### src/rtl/fifo_drain_sink.sv
// fifo_drain_sink: stream sink that drains a valid/ready stream under a
// selectable backpressure pattern and checks the data for an incrementing
// sequence. It reports transfer, mismatch and starvation statistics.
//
// Backpressure modes:
//   0 always ready, 1 on/off duty cycle, 2 pseudo-random (LFSR), 3 halted.
// irdy is a flop whose next value is decided one cycle ahead from the mode
// and the internal state.
module fifo_drain_sink #(
  parameter int unsigned  WIDTH       = 8,
  parameter int unsigned  COUNT_WIDTH = 32,
  parameter logic [15:0]  LFSR_SEED   = 16'hACE1
) (
  input  logic                   clk,
  input  logic                   rst,
  input  logic [1:0]             mode,
  input  logic [7:0]             on_cycles,
  input  logic [7:0]             off_cycles,
  input  logic [WIDTH-1:0]       idat,
  input  logic                   ivld,
  output logic                   irdy,
  output logic [COUNT_WIDTH-1:0] beats,
  output logic [COUNT_WIDTH-1:0] errors,
  output logic [COUNT_WIDTH-1:0] first_err,
  output logic                   err,
  output logic [COUNT_WIDTH-1:0] max_gap
);

  // An all-zero LFSR would lock up, so a zero seed is promoted to 1.
  localparam logic [15:0] SEED_EFF = (LFSR_SEED == 16'h0000) ? 16'h0001 : LFSR_SEED;

  // Duty-cycle FSM encoding.
  localparam logic [1:0] ST_IDLE = 2'd0;
  localparam logic [1:0] ST_ON   = 2'd1;
  localparam logic [1:0] ST_OFF  = 2'd2;

  // Mode encoding.
  localparam logic [1:0] MODE_READY = 2'd0;
  localparam logic [1:0] MODE_DUTY  = 2'd1;
  localparam logic [1:0] MODE_RAND  = 2'd2;

  localparam logic [COUNT_WIDTH-1:0] CNT_ZERO = {COUNT_WIDTH{1'b0}};
  localparam logic [COUNT_WIDTH-1:0] CNT_ONE  = {{(COUNT_WIDTH-1){1'b0}}, 1'b1};
  localparam logic [COUNT_WIDTH-1:0] CNT_MAX  = {COUNT_WIDTH{1'b1}};
  localparam logic [WIDTH-1:0]       DATA_ZERO = {WIDTH{1'b0}};
  localparam logic [WIDTH-1:0]       DATA_ONE  = {{(WIDTH-1){1'b0}}, 1'b1};

  // Saturating increment: counters stick at all-ones instead of wrapping.
  function automatic logic [COUNT_WIDTH-1:0] sat_inc(input logic [COUNT_WIDTH-1:0] v);
    logic [COUNT_WIDTH-1:0] r;
    if (v == CNT_MAX) begin
      r = v;
    end else begin
      r = v + CNT_ONE;
    end
    return r;
  endfunction

  // One step of a right-shifting Galois LFSR with taps 16,14,13,11.
  function automatic logic [15:0] lfsr_step(input logic [15:0] s);
    logic [15:0] r;
    r = {1'b0, s[15:1]};
    if (s[0]) begin
      r = r ^ 16'hB400;
    end else begin
      r = r;
    end
    return r;
  endfunction

  // Registered state.
  logic                   irdy_q,      irdy_d;
  logic [1:0]             fsm_q,       fsm_d;
  logic [7:0]             ph_cnt_q,    ph_cnt_d;
  logic [7:0]             ph_len_q,    ph_len_d;
  logic [15:0]            lfsr_q,      lfsr_d;
  logic [WIDTH-1:0]       exp_q,       exp_d;
  logic                   started_q,   started_d;
  logic [COUNT_WIDTH-1:0] beats_q,     beats_d;
  logic [COUNT_WIDTH-1:0] errors_q,    errors_d;
  logic [COUNT_WIDTH-1:0] first_err_q, first_err_d;
  logic                   err_q,       err_d;
  logic [COUNT_WIDTH-1:0] run_q,       run_d;
  logic [COUNT_WIDTH-1:0] max_gap_q,   max_gap_d;

  // Combinational helpers.
  logic        xfer_s;
  logic [7:0]  on_len_s;
  logic [15:0] lfsr_next_s;
  logic        ph_last_s;
  logic [COUNT_WIDTH-1:0] run_inc_s;

  assign xfer_s      = ivld & irdy_q;
  assign on_len_s    = (on_cycles == 8'd0) ? 8'd1 : on_cycles;
  assign lfsr_next_s = lfsr_step(lfsr_q);
  assign ph_last_s   = (({1'b0, ph_cnt_q} + 9'd1) >= {1'b0, ph_len_q});
  assign run_inc_s   = sat_inc(run_q);

  // Backpressure decision: next irdy, duty-cycle FSM and LFSR.
  always_comb begin
    irdy_d   = irdy_q;
    fsm_d    = fsm_q;
    ph_cnt_d = ph_cnt_q;
    ph_len_d = ph_len_q;
    lfsr_d   = lfsr_q;
    case (mode)
      MODE_READY: begin
        fsm_d  = ST_IDLE;
        irdy_d = 1'b1;
      end
      MODE_DUTY: begin
        case (fsm_q)
          ST_IDLE: begin
            fsm_d    = ST_ON;
            ph_cnt_d = 8'd0;
            ph_len_d = on_len_s;
            irdy_d   = 1'b1;
          end
          ST_ON: begin
            if (ph_last_s) begin
              if (off_cycles == 8'd0) begin
                // No off phase: start a fresh on phase, ready stays high.
                fsm_d    = ST_ON;
                ph_cnt_d = 8'd0;
                ph_len_d = on_len_s;
                irdy_d   = 1'b1;
              end else begin
                fsm_d    = ST_OFF;
                ph_cnt_d = 8'd0;
                ph_len_d = off_cycles;
                irdy_d   = 1'b0;
              end
            end else begin
              ph_cnt_d = ph_cnt_q + 8'd1;
              irdy_d   = 1'b1;
            end
          end
          ST_OFF: begin
            if (ph_last_s) begin
              fsm_d    = ST_ON;
              ph_cnt_d = 8'd0;
              ph_len_d = on_len_s;
              irdy_d   = 1'b1;
            end else begin
              ph_cnt_d = ph_cnt_q + 8'd1;
              irdy_d   = 1'b0;
            end
          end
          default: begin
            fsm_d    = ST_IDLE;
            ph_cnt_d = 8'd0;
            irdy_d   = 1'b0;
          end
        endcase
      end
      MODE_RAND: begin
        fsm_d  = ST_IDLE;
        lfsr_d = lfsr_next_s;
        irdy_d = lfsr_next_s[0];
      end
      default: begin
        fsm_d  = ST_IDLE;
        irdy_d = 1'b0;
      end
    endcase
  end

  // Sequence checker and transfer/error statistics, updated only on transfers.
  always_comb begin
    exp_d       = exp_q;
    started_d   = started_q;
    beats_d     = beats_q;
    errors_d    = errors_q;
    first_err_d = first_err_q;
    err_d       = err_q;
    if (xfer_s) begin
      beats_d   = sat_inc(beats_q);
      exp_d     = exp_q + DATA_ONE;
      started_d = 1'b1;
      if (idat != exp_q) begin
        errors_d = sat_inc(errors_q);
        err_d    = 1'b1;
        if (errors_q == CNT_ZERO) begin
          first_err_d = beats_q;
        end else begin
          first_err_d = first_err_q;
        end
      end else begin
        errors_d = errors_q;
      end
    end else begin
      beats_d = beats_q;
    end
  end

  // Starvation tracking: ready but no valid, only after the first transfer.
  always_comb begin
    run_d     = run_q;
    max_gap_d = max_gap_q;
    if (started_q && irdy_q && !ivld) begin
      run_d = run_inc_s;
      if (run_inc_s > max_gap_q) begin
        max_gap_d = run_inc_s;
      end else begin
        max_gap_d = max_gap_q;
      end
    end else begin
      run_d = CNT_ZERO;
    end
  end

  // State registers with synchronous reset.
  always_ff @(posedge clk) begin
    if (rst) begin
      irdy_q      <= 1'b0;
      fsm_q       <= ST_IDLE;
      ph_cnt_q    <= 8'd0;
      ph_len_q    <= 8'd0;
      lfsr_q      <= SEED_EFF;
      exp_q       <= DATA_ZERO;
      started_q   <= 1'b0;
      beats_q     <= CNT_ZERO;
      errors_q    <= CNT_ZERO;
      first_err_q <= CNT_ZERO;
      err_q       <= 1'b0;
      run_q       <= CNT_ZERO;
      max_gap_q   <= CNT_ZERO;
    end else begin
      irdy_q      <= irdy_d;
      fsm_q       <= fsm_d;
      ph_cnt_q    <= ph_cnt_d;
      ph_len_q    <= ph_len_d;
      lfsr_q      <= lfsr_d;
      exp_q       <= exp_d;
      started_q   <= started_d;
      beats_q     <= beats_d;
      errors_q    <= errors_d;
      first_err_q <= first_err_d;
      err_q       <= err_d;
      run_q       <= run_d;
      max_gap_q   <= max_gap_d;
    end
  end

  assign irdy      = irdy_q;
  assign beats     = beats_q;
  assign errors    = errors_q;
  assign first_err = first_err_q;
  assign err       = err_q;
  assign max_gap   = max_gap_q;

endmodule

### config.mk
export PLATFORM = sky130hd
export DESIGN_NAME = fifo_drain_sink
export DESIGN_NICKNAME = d
export VERILOG_FILES = /design/src/rtl/fifo_drain_sink.sv
export SDC_FILE = /design/constraint.sdc
export NUM_CORES = 1
export LEC_CHECK = 0
export ABC_CLOCK_PERIOD_IN_PS = 4500
export BUFFER_PORTS_ARGS = -buffer_cell sky130_fd_sc_hd__clkbuf_2
export CAP_MARGIN = 20
export CORE_UTILIZATION = 56
export CTS_BUF_LIST = sky130_fd_sc_hd__clkbuf_8
export DETAILED_ROUTE_END_ITERATION = 16
export PLACE_DENSITY = 0.88
export REMOVE_ABC_BUFFERS = 1
export SETUP_SLACK_MARGIN = 0.2
export SLEW_MARGIN = 20
export SYNTH_ARGS = -nofsm -noshare
export SYNTH_HDL_FRONTEND = slang
export SYNTH_SLANG_ARGS = --single-unit
### constraint.sdc
create_clock -name clk -period 4.5 [get_ports clk]
set_input_delay 0.9 -clock clk [delete_from_list [all_inputs] [get_ports clk]]
set_output_delay 0.9 -clock clk [all_outputs]
set_load 0.01 [all_outputs]
==> results_tabular.tex, run 1 <==
\begin{tabular}{lr}
\hline
Metric & Value \\
\hline
\multicolumn{2}{l}{\textbf{Die}} \\
Std cell rows & 48 \\
Die W & 136 um \\
Die Area & 18400 sq um \\
Placeable core region & 17400 sq um \\
Vertical extent of the die & 136 um \\
Initial core utilization & 0.576 \\
Count of pins on the block boundary & 159 \\
\multicolumn{2}{l}{\textbf{Worst setup path}} \\
Type of destination of the critical path & register \\
Critical path class & reg2reg \\
Kind of cell with the highest combined delay on the critical path & simple AND/OR/NAND/NOR gates \\
Largest fanout on the critical path & 23 \\
Crit-path slowest cell & or4\_4 \\
Reg2Reg Capture Point & max\_gap[0]\$\_SDFFE\_PP0P\_ \\
Worst stage delay on the critical path & 580 ps \\
Worst Path Required & 4850 ps \\
FF-to-FF path depth & 14 \\
Internal reg-to-reg setup slack & 380 ps \\
Arrival time of data at the critical path endpoint & 4470 ps \\
Category of the worst setup path launch point & register \\
Crit Reg-Reg Startpoint & run\_q[15]\$\_SDFF\_PP0\_ \\
Worst path bufs/invs & 1 \\
Crit path cell chain & nand3\_1, or3\_4, or4\_4, nand4\_1, xnor2\_1, ha\_1, a21oi\_1, o21ai\_0, a221o\_1, or3\_1, a31o\_2, buf\_6, mux2i\_2, nor2\_1 \\
\multicolumn{2}{l}{\textbf{Worst hold path}} \\
Instance count along the most critical hold path & 2 \\
Worst-case hold path end point & lfsr\_q[1]\$\_SDFFE\_PP0N\_ \\
Tightest Hold Check Type & reg2reg \\
Hold\_sp & lfsr\_q[2]\$\_SDFFE\_PP0N\_ \\
\multicolumn{2}{l}{\textbf{Routing}} \\
Top Metal Used & met4 \\
DRC errors left & 0 \\
Number of detailed-routing iterations run before antenna repair & 5 \\
Final Routed Wirelength & 23800 um \\
Metal2 WL & 11400 um \\
Post-route ant nets & 0 \\
Met3 wire len & 1410 um \\
Vias per cell & 5.67 \\
Wirelength per Cell & 15.2 um \\
Initial DRC Count & 548 \\
Wl on met1 & 10500 um \\
Via count & 8872 \\
\multicolumn{2}{l}{\textbf{Clock network}} \\
Clock latency on the worst-skew pair & 510 ps \\
Clk slew on worst S/H paths & 60 ps \\
CTS HTree Levels & 2 \\
TritonCTS clock tree & yes \\
Number of buffers inserted by hold repair at cts & 0 \\
Bufs on Longest Clock Path & 3 \\
Inserted Clock Buffers & 35 \\
CTS root buffer & clkbuf\_8 \\
TritonCTS sink count & 205 \\
\multicolumn{2}{l}{\textbf{Synthesis}} \\
Mean area per synthesized cell & 8.69 sq um \\
EDFF count, synth & 0 \\
Top cells by area in the synthesized netlist & dfxtp\_1 41\%, nor2\_1 6.7\%, ha\_1 6.3\% \\
Share of flip-flops with an asynchronous set or reset & 0 \\
Total number of yosys warnings & 0 \\
Number of cells produced by synthesis & 1150 \\
Share of synthesized area occupied by flip-flops and latches & 0.411 \\
Leading post-synthesis cells by instance count & 205 x dfxtp\_1, 178 x nor2\_1, 89 x nand2\_1 \\
Top cell type by total area after synthesis & dfxtp\_1 \\
Cell area after synthesis & 10000 sq um \\
Number of distinct library cells after synthesis & 68 \\
Share of the synthesized area in the top cell type & 0.411 \\
Count of state elements after synthesis & 205 \\
Post-synth top flop & dfxtp\_1 \\
Most common cell in the netlist & dfxtp\_1 \\
\multicolumn{2}{l}{\textbf{Timing}} \\
Number of max-slew violations in the final report & 0 \\
TNS Setup & 0 ps \\
Worst slew margin relative to its limit & 0.394 \\
Final Critical Period & 4120 ps \\
Post-route fraction of the period consumed by the critical path & 0.915 \\
Achievable Freq & 243 MHz \\
Setup repair after global routing missed its margin & false \\
Final-report hold violation count & 0 \\
Setup-violating endpoint count in the final report & 0 \\
Measured slew at the worst slew-check pin & 907 ps \\
Clock skew after layout & 18.8 ps \\
\multicolumn{2}{l}{\textbf{Cells and area}} \\
Post-layout utilization of the core & 0.677 \\
Layout cell share with drive strength beyond 1 & 0.188 \\
Final non-filler cell area & 11700 sq um \\
Post-synthesis to final-layout area growth & 17.5\% \\
Number of nets in the finished design & 1396 \\
Number of inserted filler cells in the final layout & 1381 \\
\multicolumn{2}{l}{\textbf{Place}} \\
Half-perimeter wire length after detailed placement & 16500 um \\
Cell area after placement & 11000 sq um \\
Gpl congestion & 0.963 \\
Quantity of I/O buffers inserted on ports & 158 \\
\multicolumn{2}{l}{\textbf{Flow run}} \\
Max-cap check violation count & 0 \\
\multicolumn{2}{l}{\textbf{GRT}} \\
Antenna violations before repair & 1 \\
Total congestion overflow after global routing & 0 \\
Global-route usage over all layers & 0.257 \\
Vias in the first global route & 8300 \\
Global-route wire length before repair & 38800 um \\
Largest net degree at the start of global routing & 62 \\
\multicolumn{2}{l}{\textbf{Power and ir drop}} \\
Static leakage & 4.82 nW \\
Power Density & 309 nW/um\^{}2 \\
Peak supply drop & 0.000256 V \\
\multicolumn{2}{l}{\textbf{Outcome}} \\
Run status & finished clean \\
\hline
\end{tabular}
==> stage by stage <==
stage	hold slack, ps	power, W	std cells	worst slack, ps
finish	459	0.00363	1565	383
global route	484	0.00376	1565	235
CTS	462	0.00366	1559	244
detailed placement	448	0.00206	1498	141
global placement	441	0.00206	1498	350
floorplan	426	0.00199	1105	407
==> worst min-delay path, cell delays in order (launching register included) <==
cell,delay (ps)
dfxtp_1,310
nand2_1,50
a21oi_1,50
==> area by class of cell <==
class / count / area [sq um] / share of cell area
Antenna cell: 1 / 2.50 / 0.000213
Clock buffer: 44 / 606 / 0.0516
Clock inverter: 15 / 60.1 / 0.00511
Inverter: 66 / 248 / 0.0211
Multi-Input combinational cell: 835 / 5530 / 0.470
Sequential cell: 205 / 4110 / 0.350
Tap cell: 225 / 282 / 0.0240
Timing Repair Buffer: 174 / 917 / 0.0781
==> state kept, by name, summed over array words and instances (netlist names) <==
name,flops
started_q,1
max_gap,32
first_err,32
ph_len_q,8
exp_q,8
run_q,32
fsm_q,2
ph_cnt_q,8
errors,32
err,1
irdy,1
lfsr_q,16
beats,32
==> cells by family after synthesis <==
family	synth area share
xor+xnor	0.0940
compound gates	0.0971
fa+ha+maj	0.0626
mux	0.0551
simple gates	0.238
flops	0.411
buf+inv	0.0427
==> placed cells by master (no fill, tap or decap), drive strengths merged, types with 3 or more instances in the layout <==
cell     instances
and4            15
nand4           38
o31ai            7
a21o             4
clkbuf         201
nand3           49
and3            15
o211ai          10
a2111oi          3
a211oi          13
nor3            21
xnor2           61
a31oi            5
a211o            3
mux2i           55
and2            26
nor4            19
ha              50
nand2b           5
nor4b            3
dfxtp          205
nor2b            4
clkinv           4
o21ai           22
a22o             5
nand2           89
buf             17
nor2           178
xor2            42
or4              4
a22oi           10
inv             77
or3             11
a21oi           41
a41oi            4
==> power breakdown <==
group	internal, W	switching, W	total, W	leakage, nW
logic	0.0000648	0.000107	0.000172	2.78
registers	0.00183	0.0000169	0.00185	1.66
clock network	0.000873	0.000729	0.00160	0.392
==> worst max-delay path by stage <==
stage	startpoint	end	cells past startpoint
2_1_floorplan	run_q[0]$_SDFF_PP0_	max_gap[0]$_SDFFE_PP0P_	14
5_1_grt	run_q[1]$_SDFF_PP0_	max_gap[0]$_SDFFE_PP0P_	17
4_1_cts	run_q[9]$_SDFF_PP0_	max_gap[0]$_SDFFE_PP0P_	14
3_5_place_dp	run_q[0]$_SDFF_PP0_	max_gap[9]$_SDFFE_PP0P_	15
6_report	run_q[15]$_SDFF_PP0_	max_gap[0]$_SDFFE_PP0P_	14
3_3_place_gp	run_q[0]$_SDFF_PP0_	max_gap[5]$_SDFFE_PP0P_	17
==> layer usage <==
| metal | track usage | vias to the layer above |
|---|---|---|
| met4 | 0.0911 | 0 |
| met1 | 0.328 | 4201 |
| met2 | 0.425 | 267 |
| met3 | 0.0584 | 45 |
| li1 | - | 4359 |
| met5 | 0 | - |
==> timing repair <==
action,4_1_cts,5_1_grt
pin swaps,0,4
gates cloned,0,1
resized for setup,2,10
setup endpoints to repair,20,32
buffers inserted,2,4
No activity file was read; power rests on OpenSTA's default activity.
==> run 2: changes to the inputs <==
--- a/config.mk
+++ b/config.mk
@@ -5,13 +5,14 @@
 export SDC_FILE = /design/constraint.sdc
 export NUM_CORES = 1
 export LEC_CHECK = 0
+export ABC_AREA = 1
 export ABC_CLOCK_PERIOD_IN_PS = 4500
 export BUFFER_PORTS_ARGS = -buffer_cell sky130_fd_sc_hd__clkbuf_2
 export CAP_MARGIN = 20
 export CORE_UTILIZATION = 56
 export CTS_BUF_LIST = sky130_fd_sc_hd__clkbuf_8
 export DETAILED_ROUTE_END_ITERATION = 16
-export PLACE_DENSITY = 0.88
+export PLACE_DENSITY = 0.87
 export REMOVE_ABC_BUFFERS = 1
 export SETUP_SLACK_MARGIN = 0.2
 export SLEW_MARGIN = 20
==> run 2 against run 1 <==
  * Global-route usage grew 2.4 points
  * Highest routed layer unchanged
  * Final cell count up 35%
  * First-iteration DRC count up 50%
  * Combinational power rose by 70%
  * Power is 7.1% higher
  * Via count up 26%
  * Critical path depth increased by 6
  * Utilization fell by 1.7 points
  * Sequential share of layout area shrank 3.2 points
  * Synthesized area grew 13%
==> results_tabular.tex, run 2 <==
\begin{tabular}{lr}
\hline
Metric & Value \\
\hline
\multicolumn{2}{l}{\textbf{Synthesis}} \\
Most common cell in the netlist & nand2\_1 \\
Share of flip-flops with an asynchronous set or reset & 0 (unchanged) \\
Leading post-synthesis cells by instance count & 425 x nand2\_1, 259 x nor2\_1, 205 x dfxtp\_1 \\
Mean area per synthesized cell & 6.72 sq um (-23\%) \\
Top cell type by total area after synthesis & dfxtp\_1 \\
Share of synthesized area occupied by flip-flops and latches & 0.364 (-0.0464) \\
Number of distinct library cells after synthesis & 44 (-35\%) \\
Post-synth top flop & dfxtp\_1 \\
Top cells by area in the synthesized netlist & dfxtp\_1 36\%, nand2\_1 14\%, nor2\_1 8.6\% \\
Count of state elements after synthesis & 205 (unchanged) \\
EDFF count, synth & 0 (unchanged) \\
Share of the synthesized area in the top cell type & 0.364 (-0.0464) \\
Total number of yosys warnings & 0 (unchanged) \\
Number of cells produced by synthesis & 1678 (+46\%) \\
Cell area after synthesis & 11300 sq um (+13\%) \\
\multicolumn{2}{l}{\textbf{Cells and area}} \\
Number of nets in the finished design & 1906 (+37\%) \\
Sequential Area & 4100 sq um (about the same) \\
Most common cell after layout, fill and taps aside & nand2\_1 \\
Multi-input gate area in the final layout & 6230 sq um (+13\%) \\
Layout cell share with drive strength beyond 1 & 0.139 (-0.0493) \\
Post-synthesis to final-layout area growth & 14.6\% \\
Number of inserted filler cells in the final layout & 1779 (+29\%) \\
Commonest cells after routing, fill and taps aside & 424 x nand2\_1, 259 x nor2\_1, 205 x dfxtp\_1, 170 x inv\_1, 158 x clkbuf\_2 \\
Final Instance Count excl. Fillers & 2115 (+35\%) \\
Count of inserted antenna diode cells & 0 (-1) \\
\multicolumn{2}{l}{\textbf{Place}} \\
Half-perimeter wire length after detailed placement & 21100 um (+27\%) \\
Worst slack after detailed placement & 547 ps (+406 ps) \\
Gpl congestion & 1.00 (+3.9\%) \\
Placed Cells incl. Taps & 2054 (+37\%) \\
Quantity of I/O buffers inserted on ports & 158 (unchanged) \\
\multicolumn{2}{l}{\textbf{Power and ir drop}} \\
Peak supply drop & 0.000243 V (-5.0\%) \\
Power Density & 301 nW/um\^{}2 (-2.6\%) \\
Total power & 0.00388 W (+7.1\%) \\
Static leakage & 5.66 nW (+17\%) \\
\multicolumn{2}{l}{\textbf{Die}} \\
Placeable core region & 19600 sq um (+13\%) \\
Die W & 144 um (+6.1\%) \\
Std cell rows & 51 (+6.3\%) \\
Initial core utilization & 0.575 (-0.000638) \\
Vertical extent of the die & 144 um (+6.1\%) \\
Die Area & 20700 sq um (+13\%) \\
Count of pins on the block boundary & 159 (unchanged) \\
\multicolumn{2}{l}{\textbf{Clock network}} \\
CTS HTree Levels & 2 (unchanged) \\
TritonCTS clock tree & yes \\
CTS root buffer & clkbuf\_8 \\
TritonCTS sink count & 205 (unchanged) \\
Inserted Clock Buffers & 36 (+2.9\%) \\
Post-CTS setup buffers & 0 (-2) \\
Clock latency on the worst-skew pair & 520 ps (about the same) \\
Clk slew on worst S/H paths & 60 ps (about the same) \\
Bufs on Longest Clock Path & 3 (unchanged) \\
\multicolumn{2}{l}{\textbf{Outcome}} \\
Run status & finished clean \\
\multicolumn{2}{l}{\textbf{Worst setup path}} \\
Arrival time of data at the critical path endpoint & 4180 ps (-290 ps) \\
Dominant cell type by count on the critical path & nand2\_1 \\
Crit-path slowest cell & a21oi\_1 \\
Largest fanout on the critical path & 26 (+13\%) \\
Worst stage delay on the critical path & 360 ps (-220 ps) \\
Worst Path Required & 4890 ps (+40 ps) \\
Critical path class & reg2reg \\
Category of the worst setup path launch point & register \\
Crit path cell chain & ha\_1, nand2\_1, nor2\_4, nand2\_2, nor2\_4, nand3\_2, inv\_2, a21oi\_1, inv\_1, ha\_1, nand2\_1, nor2\_1, nand4\_1, nor2\_1, nand2\_1, nand2\_4, buf\_4, nand3\_1, nand2\_1, nor2\_1 \\
Type of destination of the critical path & register \\
\multicolumn{2}{l}{\textbf{Timing}} \\
Final-report hold violation count & 0 (unchanged) \\
Setup ws final & 714 ps (+331 ps) \\
Setup repair after global routing missed its margin & false \\
Post-route fraction of the period consumed by the critical path & 0.841 (-0.0735) \\
Clock skew after layout & 23.7 ps (+4.92 ps) \\
Number of max-slew violations in the final report & 0 (unchanged) \\
Measured slew at the worst slew-check pin & 876 ps (-31.1 ps) \\
Achievable Freq & 264 MHz (+8.7\%) \\
Worst slew margin relative to its limit & 0.414 (+0.0201) \\
Setup-violating endpoint count in the final report & 0 (unchanged) \\
TNS Setup & 0 ps (unchanged) \\
Final Critical Period & 3790 ps (-331 ps) \\
\multicolumn{2}{l}{\textbf{Routing}} \\
Number of detailed-routing iterations run before antenna repair & 5 (unchanged) \\
Wirelength per Cell & 13.7 um (-10\%) \\
Final Routed Wirelength & 28900 um (+21\%) \\
Initial DRC Count & 820 (+50\%) \\
Via count & 11200 (+26\%) \\
DRC errors left & 0 (unchanged) \\
Post-route ant nets & 0 (unchanged) \\
Vias per cell & 5.29 (-6.7\%) \\
\multicolumn{2}{l}{\textbf{GRT}} \\
Global-route wire length before repair & 47300 um (+22\%) \\
Largest net degree at the start of global routing & 64 (+3.2\%) \\
Global-route usage over all layers & 0.281 (+0.0239) \\
Vias in the first global route & 10300 (+24\%) \\
Antenna violations before repair & 0 (-1) \\
Total congestion overflow after global routing & 0 (unchanged) \\
\multicolumn{2}{l}{\textbf{Worst hold path}} \\
Tightest Hold Check Type & reg2reg \\
\multicolumn{2}{l}{\textbf{Flow run}} \\
Max-cap check violation count & 0 (unchanged) \\
\hline
\end{tabular}
==> run 2: cell count changes in the layout (fill, tap and decap cells not counted), sizes merged, moves of 53 or more <==
| cell | previous run | this run |
|---|---|---|
| mux2i | 55 | 0 |
| o21ai | 22 | 75 |
| a21oi | 41 | 157 |
| nand2 | 89 | 430 |
| inv | 77 | 184 |
| nor2 | 178 | 263 |
==> run 2: final timing paths <==
path                                             start                        to  slack, ps  cells past startpoint
worst min-delay path            lfsr_q[5]$_SDFFE_PP1N_    lfsr_q[5]$_SDFFE_PP1N_        460                      2
worst max register to register     run_q[0]$_SDFF_PP0_  max_gap[27]$_SDFFE_PP0P_        710                     20
worst max-delay path               run_q[0]$_SDFF_PP0_  max_gap[27]$_SDFFE_PP0P_        710                     20
worst min register to register  lfsr_q[5]$_SDFFE_PP1N_    lfsr_q[5]$_SDFFE_PP1N_        460                      2
==> run 2: layout make-up <==
cell class / instances / area share
clock buffer: 41 / 0.0437
clock inverter: 20 / 0.0114
inverter: 176 / 0.0514
multi-input combinational: 1241 / 0.483
sequential: 205 / 0.318
tap: 265 / 0.0257
timing repair buffer: 167 / 0.0674
==> run 2: metal layers <==
metal,global-route usage,vias to the layer above,share of wire
met2,0.453,387,0.46
met1,0.369,5034,0.44
met5,0,-,0
met4,0.117,0,0.027
met3,0.0500,66,0.069
li1,-,5698,-
==> run 2: cells by family after synthesis <==
logic type      synth area share
fa+ha+maj                 0.0555
simple gates               0.319
compound gates             0.115
xor+xnor                  0.0622
flops                      0.364
buf+inv                   0.0840
==> run 2: stage by stage <==
step	util	area [sq um]	hold slack, ps
6_report	0.659	12900	462
3_3_place_gp	0.622	12200	441
3_5_place_dp	0.622	12200	451
5_1_grt	0.659	12900	493
2_1_floorplan	-	11000	429
4_1_cts	0.659	12900	465
==> run 2: power breakdown <==
part / internal [W] / switching (W)
sequential: 0.00186 / 0.0000275
clock: 0.000950 / 0.000757
combinational: 0.0000950 / 0.000197
==> run 2: repair_timing <==
item	in CTS	in global routing
endpoints found under the setup margin	0	12
gates resized for setup	0	2
hold buffers	0	0
==> run 2: worst max-delay path, delay by kind of cell (launching register included) <==
kind | cells | cell delay, ps
DFF | 1 | 330
AOI/OAI and AO/OA | 1 | 360
and+or+nand+nor | 14 | 1870
adders and majority gates | 2 | 510
buffers and inverters | 3 | 570
